==> config.mk <==
export PLATFORM = sky130hd
export DESIGN_NAME = cpc_cen_gen
export DESIGN_NICKNAME = d
export VERILOG_FILES = /design/src/rtl/cpc_clk_pkg.sv /design/src/rtl/cpc_cen_chan.sv /design/src/rtl/cpc_cen_gen.sv
export SDC_FILE = /design/constraint.sdc
export NUM_CORES = 1
export LEC_CHECK = 0
export CORE_MARGIN = 2
export CORE_UTILIZATION = 40
export DETAILED_ROUTE_END_ITERATION = 8
export GPL_TIMING_DRIVEN = 0
export PLACE_DENSITY = 0.59
export SETUP_SLACK_MARGIN = 0.1
export SLEW_MARGIN = 0
export SYNTH_ARGS = -nofsm -noshare
export SYNTH_HDL_FRONTEND = slang
export SYNTH_HIERARCHICAL = 1
export SYNTH_SLANG_ARGS = --single-unit
==> constraint.sdc <==
create_clock -name clk -period 2.6 [get_ports clk]
set_input_delay 0.65 -clock clk [delete_from_list [all_inputs] [get_ports clk]]
set_output_delay 0.65 -clock clk [all_outputs]
set_load 0.02 [all_outputs]
==> src/rtl/cpc_clk_pkg.sv <==
// Shared constants for the CPC clock-enable generator: default counter width,
// channel indices and standard divide values for a 32 MHz master clock.
package cpc_clk_pkg;

  localparam int CNT_W_DEF = 8;

  typedef enum logic [1:0] {
    CH_PIX16 = 2'd0,
    CH_CCLK  = 2'd1,
    CH_PHI   = 2'd2,
    CH_AUX   = 2'd3
  } cpc_ch_e;

  localparam int NUM_STD_CH = 4;

  // Divide values are ratio minus one, relative to a 32 MHz clk.
  localparam logic [CNT_W_DEF-1:0] DIV_16M = 8'd1;
  localparam logic [CNT_W_DEF-1:0] DIV_8M  = 8'd3;
  localparam logic [CNT_W_DEF-1:0] DIV_4M  = 8'd7;
  localparam logic [CNT_W_DEF-1:0] DIV_1M  = 8'd31;

endpackage

==> src/rtl/cpc_cen_chan.sv <==
// One clock-enable channel: programmable ratio counter with phase load,
// registered rising/falling enable pulses and a level virtual clock.
module cpc_cen_chan
  import cpc_clk_pkg::*;
#(
  parameter int CNT_W = CNT_W_DEF
) (
  input  logic             clk,
  input  logic             reset,
  input  logic             en,
  input  logic             sync,
  input  logic [CNT_W-1:0] div_i,
  input  logic [CNT_W-1:0] phase_i,
  output logic             cen_p_o,
  output logic             cen_n_o,
  output logic             clk_o,
  output logic             at_zero_o
);

  logic [CNT_W-1:0] cnt_q, cnt_d;
  logic [CNT_W-1:0] cur_div_q, cur_div_d;
  logic             cen_p_q, cen_p_d;
  logic             cen_n_q, cen_n_d;
  logic             clk_q, clk_d;
  logic [CNT_W:0]   half;
  logic [CNT_W-1:0] load_val;

  // One extra bit so an all-ones divide does not wrap to zero.
  assign half     = ({1'b0, cur_div_q} + 1'b1) >> 1;
  assign load_val = (phase_i <= div_i) ? phase_i : '0;

  always_comb begin
    cnt_d     = cnt_q;
    cur_div_d = cur_div_q;
    cen_p_d   = 1'b0;
    cen_n_d   = 1'b0;
    clk_d     = clk_q;
    if (sync) begin
      cnt_d     = load_val;
      cur_div_d = div_i;
      clk_d     = 1'b0;
    end else if (en) begin
      cen_p_d = (cnt_q == '0);
      cen_n_d = ({1'b0, cnt_q} == half);
      clk_d   = ({1'b0, cnt_q} < half);
      // New ratio is picked up only at the wrap so a period never tears.
      if (cnt_q >= cur_div_q) begin
        cnt_d     = '0;
        cur_div_d = div_i;
      end else begin
        cnt_d = cnt_q + 1'b1;
      end
    end
  end

  always_ff @(posedge clk) begin
    if (reset) begin
      cnt_q     <= load_val;
      cur_div_q <= div_i;
      cen_p_q   <= 1'b0;
      cen_n_q   <= 1'b0;
      clk_q     <= 1'b0;
    end else begin
      cnt_q     <= cnt_d;
      cur_div_q <= cur_div_d;
      cen_p_q   <= cen_p_d;
      cen_n_q   <= cen_n_d;
      clk_q     <= clk_d;
    end
  end

  assign cen_p_o   = cen_p_q;
  assign cen_n_o   = cen_n_q;
  assign clk_o     = clk_q;
  assign at_zero_o = (cnt_q == '0);

endmodule

==> src/rtl/cpc_cen_gen.sv <==
// Multi-channel clock-enable generator: slices the per-channel buses, runs one
// cpc_cen_chan per channel and flags cycles where all channels start together.
module cpc_cen_gen
  import cpc_clk_pkg::*;
#(
  parameter int CHANNELS = 4,
  parameter int CNT_W    = CNT_W_DEF
) (
  input  logic                      clk,
  input  logic                      reset,
  input  logic                      en,
  input  logic                      sync,
  input  logic [CHANNELS*CNT_W-1:0] div,
  input  logic [CHANNELS*CNT_W-1:0] phase,
  output logic [CHANNELS-1:0]       cen_p,
  output logic [CHANNELS-1:0]       cen_n,
  output logic [CHANNELS-1:0]       clk_o,
  output logic                      aligned
);

  logic [CHANNELS-1:0] at_zero;
  logic                aligned_q, aligned_d;

  for (genvar i = 0; i < CHANNELS; i++) begin : g_chan
    cpc_cen_chan #(
      .CNT_W (CNT_W)
    ) u_chan (
      .clk       (clk),
      .reset     (reset),
      .en        (en),
      .sync      (sync),
      .div_i     (div[i*CNT_W +: CNT_W]),
      .phase_i   (phase[i*CNT_W +: CNT_W]),
      .cen_p_o   (cen_p[i]),
      .cen_n_o   (cen_n[i]),
      .clk_o     (clk_o[i]),
      .at_zero_o (at_zero[i])
    );
  end

  assign aligned_d = ~sync & en & (&at_zero);

  always_ff @(posedge clk) begin
    if (reset) begin
      aligned_q <= 1'b0;
    end else begin
      aligned_q <= aligned_d;
    end
  end

  assign aligned = aligned_q;

endmodule

==> impl_results.md, run 1 <==
* Syn Nets at 744
* Via density at ~5.4
* Final Hold Viols at 0
* Synth Instances at 568
* Gr ovfl total at 0
* DRT Pass-1 Iters at 4
* R2R depth at 10
* Crit path kind: in -> reg
* Clock sink total at 77
* Row cnt at between 40 and 50
* Top post-synthesis cells by area: edfxtp_1, ha_1, xnor2_1, inv_1, dfxtp_1
* Die Y at 125 um
* TritonCTS clock tree: done
* Max incr delay on CP at 0.71 ns
* Gp weighted congestion at about 0.84
* Max_cap viols at 0
* Hold Path Stages at 2
* Yosys top cell area share at 32.6%
* Synth cell types at 33
* CP Cell Sequence: clkdlybuf4s50_1 -> nor4_1 -> o21ai_2 -> and2_1
* Number of synthesized register bits at 77
* Post-route minimum period at 2.42 ns
* Core Area at between 10000 and 15000 sq um
* Starting DRT DRC Count at 180
* Clk buf depth at 2
* Largest net degree at the start of global routing at 22
* N_diodes at 0
* Mapped cell area at 5900 sq um
* Post-Place Cells at approximately 830
* Design Area, Final at 7250 sq um
* Synth Area per Inst at just over 10 sq um
* Sequential share of the synthesized area at 37.0%
* H-Tree Level Count at 3
* Reg-to-reg endpoint: g_chan[0].u_chan/clk_o$_SDFFE_PP0P_
* Via count at 4581
* Post-DR wirelength/cell at 16.2 um
* Root Buffer: clkbuf_16
* Final setup margin at 0.184 ns
* Tightest Pin Transition at 0.822 ns
* WP data arrival at between 2 and 2.5 ns
* Outcome: complete, no violations
* Slowest CP cell: clkdlybuf4s50_1
* Data required, critical path at between 2 and 3 ns
* Drc violations at 0
* Clock Skew at 0.00548 ns
* Via count of the first global-routing pass at 4753
* Fill cells at 1343
* HP Start: g_chan[1].u_chan/clk_o$_SDFFE_PP0P_
* Finished Layout Cells at 848
* Die area at 15700 sq um
* Worst skew pair latency at about 0.34 ns
* DP Area at 6930 sq um
* Hold EP: g_chan[1].u_chan/clk_o$_SDFFE_PP0P_
* Final period util at 92.9%
* Leakage at 3.06 nW
* Dpl ws at -0.382 ns
* Post-detail-place hpwl at 11.0 mm
* Clk pin slew, worst setup/hold paths at 0.06 ns
* Synth area leader: edfxtp_1
* P&R area growth vs syn at 23.0%
* TritonCTS Buffers at 9
* Ys Warns at 6
* Crit path max fanout at 13
* GR Layer Usage met3 at 2.87%
* Gr usage total at ~18%
* Slew Limit Fails at 0
* Most crowded layer after global routing: met2
* Grt met2 use at a little under a third
* ANT nets after route at 0
* Post-cts hold buffer count at 0
* Crit Reg-Reg Startpoint: g_chan[0].u_chan/cur_div_q[0]$_DFFE_PP_
* Crit end category: register
* RSZ-0062 raised after global routing: no
* Maximum clock rate at about 410 MHz
* R2R setup slack at 0.26 ns
* Type of the worst min-delay path: reg -> reg
* PD cells at between 500 and 600 nW/um^2
* Number of port buffers at 80
* First-pass GRT wire length at 22.5 mm
* Initial antenna violation count at 0
* IO Count at 81
* Die W at 125 um
* TNS Setup at 0 ns
* Final setup violation count at 0
* Nature of the critical path startpoint: input port
* Total wire length at 13.7 mm
* Relative slew slack at 45.2%
* Nets at 835
* Share of cells above drive strength 1 at 5.12%
* M1 GR Usage at 22.3%
* Maximum vdd drop at 0.311 mV
* Initial Util at 40.7%
-- where the power goes --
part / total, mW / switching [mW] / internal, mW
Combinational: 1.08 / 0.547 / 0.537
Clock: 1.27 / 0.507 / 0.766
Sequential: 1.70 / 0.188 / 1.51
-- cell type report --
class | count | area [sq um] | share of cell area, %
multi-input combinational | 419 | 3470 | 47.8
sequential | 77 | 2180 | 30.1
timing repair buffer | 80 | 802 | 11.1
inverter | 72 | 270 | 3.73
clock buffer | 10 | 239 | 3.30
tap | 184 | 230 | 3.17
clock inverter | 6 | 62.6 | 0.863
-- registers in the layout, summed over array words and instances (netlist names) --
register / count
g_chan.u_chan/cnt_q: 32
g_chan.u_chan/cen_n_o: 4
g_chan.u_chan/cur_div_q: 32
g_chan.u_chan/cen_p_o: 4
aligned: 1
g_chan.u_chan/clk_o: 4
-- routing by layer --
metal	share of wire, %	routed length (um)
met3	4.1	560
met2	48	6610
met5	0	0
met4	2.3	312
met1	45	6220
-- critical path: cells and delay by family --
family,cells,cell delay (ns)
AND/OR/NAND/NOR,2,0.87
AO/OA/AOI/OAI,1,0.23
buffers and inverters,1,0.71
-- cell families after synthesis --
kind of cell | after synthesis | synth area share (%)
XOR/XNOR | 48 | 7.13
adder cells (fa/ha/maj) | 108 | 22.9
flip-flops | 77 | 37.0
AND/OR/NAND/NOR | 159 | 16.0
buffers and inverters | 72 | 4.58
AO/OA/AOI/OAI | 104 | 12.4
-- metrics by stage --
stage               utilization, %  power [mW]  hold slack [ns]
floorplan                        -        2.40            0.586
global placement              47.8        2.74            0.571
detailed placement            47.8        2.80            0.593
CTS                           50.0        4.10            0.611
global route                  50.1        4.31            0.622
finish                        50.1        4.05            0.606
-- worst max-delay path by stage --
stage	endpoint	slack, ns	from	depth (start not counted)
detailed placement	g_chan[0].u_chan/cur_div_q[6]$_DFFE_PP_	-0.38	en	3
global route	g_chan[1].u_chan/cnt_q[1]$_DFFE_PP_	0.10	div[15]	8
floorplan	g_chan[0].u_chan/cnt_q[1]$_DFFE_PP_	0.58	div[1]	7
finish	g_chan[1].u_chan/cur_div_q[0]$_DFFE_PP_	0.18	sync	4
CTS	g_chan[0].u_chan/cnt_q[1]$_DFFE_PP_	0.14	div[7]	8
global placement	g_chan[0].u_chan/cur_div_q[7]$_DFFE_PP_	-0.30	en	3
-- synthesized netlist by cell type, drive strengths merged --
cell type and number:
a2bb2o 4, xor2 16, o2bb2ai 28, nand3b 1, nand3 36, xnor2 32
a211oi 8, o211ai 8, inv 72, nand4b 1, and2 4, nand2b 4
ha 108, dfxtp 13, edfxtp 64, nor2 13, nor3 16, o21a 4
nor4bb 4, or4b 4, nor2b 16, o21ai 16, or3 4, a21o 8
and3 16, nand2 16, a21oi 28, nor4 8, nand4 16
-- cell usage in the layout (no fill, tap or decap), types with 9 or more instances in the layout --
master	synthesis	layout
edfxtp_1	64	64
nand3_1	36	36
xor2_1	16	16
nor3_1	12	11
clkbuf_16	0	9
inv_1	72	72
a21oi_1	28	28
nand4_1	16	16
xnor2_1	32	32
clkdlybuf4s50_1	0	78
nor2b_1	16	16
nor2_1	13	13
and3_1	12	12
dfxtp_1	13	13
o2bb2ai_1	28	28
o21ai_0	12	12
ha_1	108	108
nand2_1	16	16
-- timing repair --
| item | in CTS | in global routing |
|---|---|---|
| setup buffers | 0 | 0 |
| hold endpoints to repair | 0 | 0 |
| pin swaps | 0 | 1 |
| endpoints found under the setup margin | 33 | 21 |
| gates resized for setup | 3 | 3 |
No activity file was read; power rests on OpenSTA's default activity.
==> run 2: changes to the inputs <==
Settings changed: CORE_MARGIN 2 to not set, DONT_BUFFER_PORTS set to 1, PLACE_DENSITY 0.59 to 0.52.
==> run 2 against run 1 <==
Effect of this change:
- count of clock-buffer cells in the layout is 2 higher
- largest power group unchanged
- highest routed layer unchanged
- sequential share of layout area is 4.1 points higher
- core utilization is 5.9 points lower
- critical endpoint is now g_chan[3].u_chan/clk_o$_SDFFE_PP0P_
- setup slack better by 0.12 ns
- cell area is 12% lower
- clock power is 13% lower
- hold slack worse by 0.21 ns
- routed wire length is 4.1% lower
- non-clock buffer count is 80 lower
- first-iteration DRC count is 11% lower
- critical path depth is 6 higher
- cell count is 9.6% lower
==> impl_results.md, run 2 (synthesis gave the netlist of run 1 again) <==
* Crit path kind: reg -> reg
* Hold Path Stages at 0
* Clk buf depth at 2
* Clock sink total at 77
* Slew Limit Fails at 0
* Final period util at 88.4%
* Clk pin slew, worst setup/hold paths at 0.06 ns
* Via count of the first global-routing pass at around 4500
* Die area at ~15000 sq um
* Post-CTS Resized at 0
* Row cnt at 44
* RSZ-0062 raised after global routing: yes
* Post-route minimum period at 2.30 ns
* Share of cells above drive strength 1 at 5.15%
* Internal Power at 2.59 mW
* CP Cell Sequence: ha_1 -> nand3_1 -> nor3_1 -> xnor2_1 -> ha_1 -> a21oi_1 -> nor2b_1 -> o21ai_0 -> nor4bb_1 -> o21a_1
* Fill cells at about 1400
* Gr usage total at between 10% and 20%
* TNS Setup at 0 ns
* Sequential Power Share at 45.6%
* Switching fraction of total power at 30.8%
* Data required, critical path at 2.88 ns
* Core Area at 14500 sq um
* H-Tree Level Count at 3
* Via density at 5.56
* Leading cell types in the layout, fill and taps excluded: ha_1, inv_1, edfxtp_1
* Crit path max fanout at 4
* Post-detail-place hpwl at 10.5 mm
* Via count at 4261
* IO Count at 81
* DRT Pass-1 Iters at 5
* Final Hold Viols at 0
* TritonCTS Buffers at 9
* Post-DR wirelength/cell at between 15 and 20 um
* Clock Skew at 0.00862 ns
* Post-cts hold buffer count at 0
* Gr ovfl total at 0
* Die W at roughly 120 um
* WP data arrival at 2.58 ns
* Drc violations at 0
* PD cells at 584 nW/um^2
* N_diodes at 0
* Logic pwr share at between 20% and 30%
* Top flop regs: g_chan.u_chan/cnt_q (32), g_chan.u_chan/cur_div_q (32)
* Type of the worst min-delay path: in -> reg
* Slowest CP cell: edfxtp_1
* Commonest non-fill, non-tap cell in the layout: ha_1
* Tightest Pin Transition at 0.566 ns
* Number of port buffers at 0
* Max incr delay on CP at 0.42 ns
* Crit end category: register
* ANT nets after route at 0
* Most common cell on crit path: ha_1
* R2R depth at 10
* Total wire length at 13.1 mm
* Gp weighted congestion at around 0.83
* NetSw at 1.15 mW
* Outcome: complete, no violations
* Maximum vdd drop at ~0.33 mV
* Nets at 755
* TritonCTS clock tree: done
* Initial antenna violation count at 0
* Initial Util at 40.7%
* Max_cap viols at 0
* Root Buffer: clkbuf_16
* Die Y at roughly 120 um
* Largest net degree at the start of global routing at 22
* Post-CTS setup buffer count at 0
* Worst skew pair latency at about 0.34 ns
* Relative slew slack at between 60% and 70%
* Final setup violation count at 0
* P&R area growth vs syn at 8.40%
* Fin Hold WS at 0.397 ns
* First-pass GRT wire length at 21.6 mm
* Maximum clock rate at 435 MHz
* Nature of the critical path startpoint: register
* Starting DRT DRC Count at 160
* Clock power share at about 30%
* Leakage at approximately 2.7 nW
==> run 2: worst max-delay path, delay by kind of cell, from the launching register on <==
| family | cells | cell delay, ns |
|---|---|---|
| compound gates | 3 | 0.43 |
| fa+ha+maj | 2 | 0.46 |
| flops | 1 | 0.42 |
| simple gates | 4 | 0.77 |
| xor+xnor | 1 | 0.16 |
==> run 2: cell type report <==
class / instances / area, sq um / area share (%)
multi-input combinational: 419 / 3460 / 54.1
sequential: 77 / 2180 / 34.1
inverter: 72 / 270 / 4.23
clock buffer: 12 / 236 / 3.70
tap: 184 / 230 / 3.60
clock inverter: 3 / 13.8 / 0.215
==> run 2: per-layer routing <==
metal	routed length, um	part of all wire, %	track usage [%]	up-vias
met4	159	1.2	6.70	0
met5	0	0	0	-
met2	6390	49	31.6	90
li1	-	-	-	2136
met3	598	4.5	4.38	11
met1	6000	46	22.9	2024
==> run 2: final timing paths <==
path / from / endpoint / slack, ns
worst min-delay path: div[25] / g_chan[3].u_chan/cur_div_q[1]$_DFFE_PP_ / 0.40
worst max-delay path: g_chan[3].u_chan/cur_div_q[0]$_DFFE_PP_ / g_chan[3].u_chan/clk_o$_SDFFE_PP0P_ / 0.30
worst max register to register: g_chan[3].u_chan/cur_div_q[0]$_DFFE_PP_ / g_chan[3].u_chan/clk_o$_SDFFE_PP0P_ / 0.30
worst min register to register: g_chan[0].u_chan/cnt_q[0]$_DFFE_PP_ / g_chan[0].u_chan/cnt_q[0]$_DFFE_PP_ / 0.64
==> run 2: stage by stage <==
stage	instance area (sq um)	setup WS (ns)	power, mW	cells	utilization (%)
3_5_place_dp	6130	0.238	2.65	752	42.3
2_1_floorplan	5900	0.575	2.40	568	-
3_3_place_gp	6130	0.230	2.61	752	42.3
4_1_cts	6380	0.248	3.78	767	44.0
6_report	6390	0.301	3.74	767	44.1
5_1_grt	6390	0.0775	3.99	767	44.1
==> run 2: power groups by stage <==
stage | combinational (mW) | clock [mW] | sequential [mW]
global route | 1.08 | 1.18 | 1.73
finish | 0.931 | 1.10 | 1.70
detailed placement | 0.926 | 0 | 1.73
floorplan | 0.737 | 0 | 1.66
global placement | 0.884 | 0 | 1.72
CTS | 0.936 | 1.14 | 1.70
==> run 3: changes to the inputs <==
--- a/config.mk
+++ b/config.mk
@@ -6,4 +6,5 @@
 export NUM_CORES = 1
 export LEC_CHECK = 0
+export CAP_MARGIN = 20
 export CORE_UTILIZATION = 40
 export DETAILED_ROUTE_END_ITERATION = 8
==> constraint.sdc (replaced) <==
create_clock -name clk -period 2.6 [get_ports clk]
set_input_delay 0.39 -clock clk [delete_from_list [all_inputs] [get_ports clk]]
set_output_delay 0.39 -clock clk [all_outputs]
set_load 0.02 [all_outputs]
==> results of run 3 <==
The final DEF is identical to that of run 2. Status: complete, no violations.
Main changes from that run: setup slack after placement 0.238 ns -> 0.271 ns; hold slack 0.397 ns -> 0.137 ns
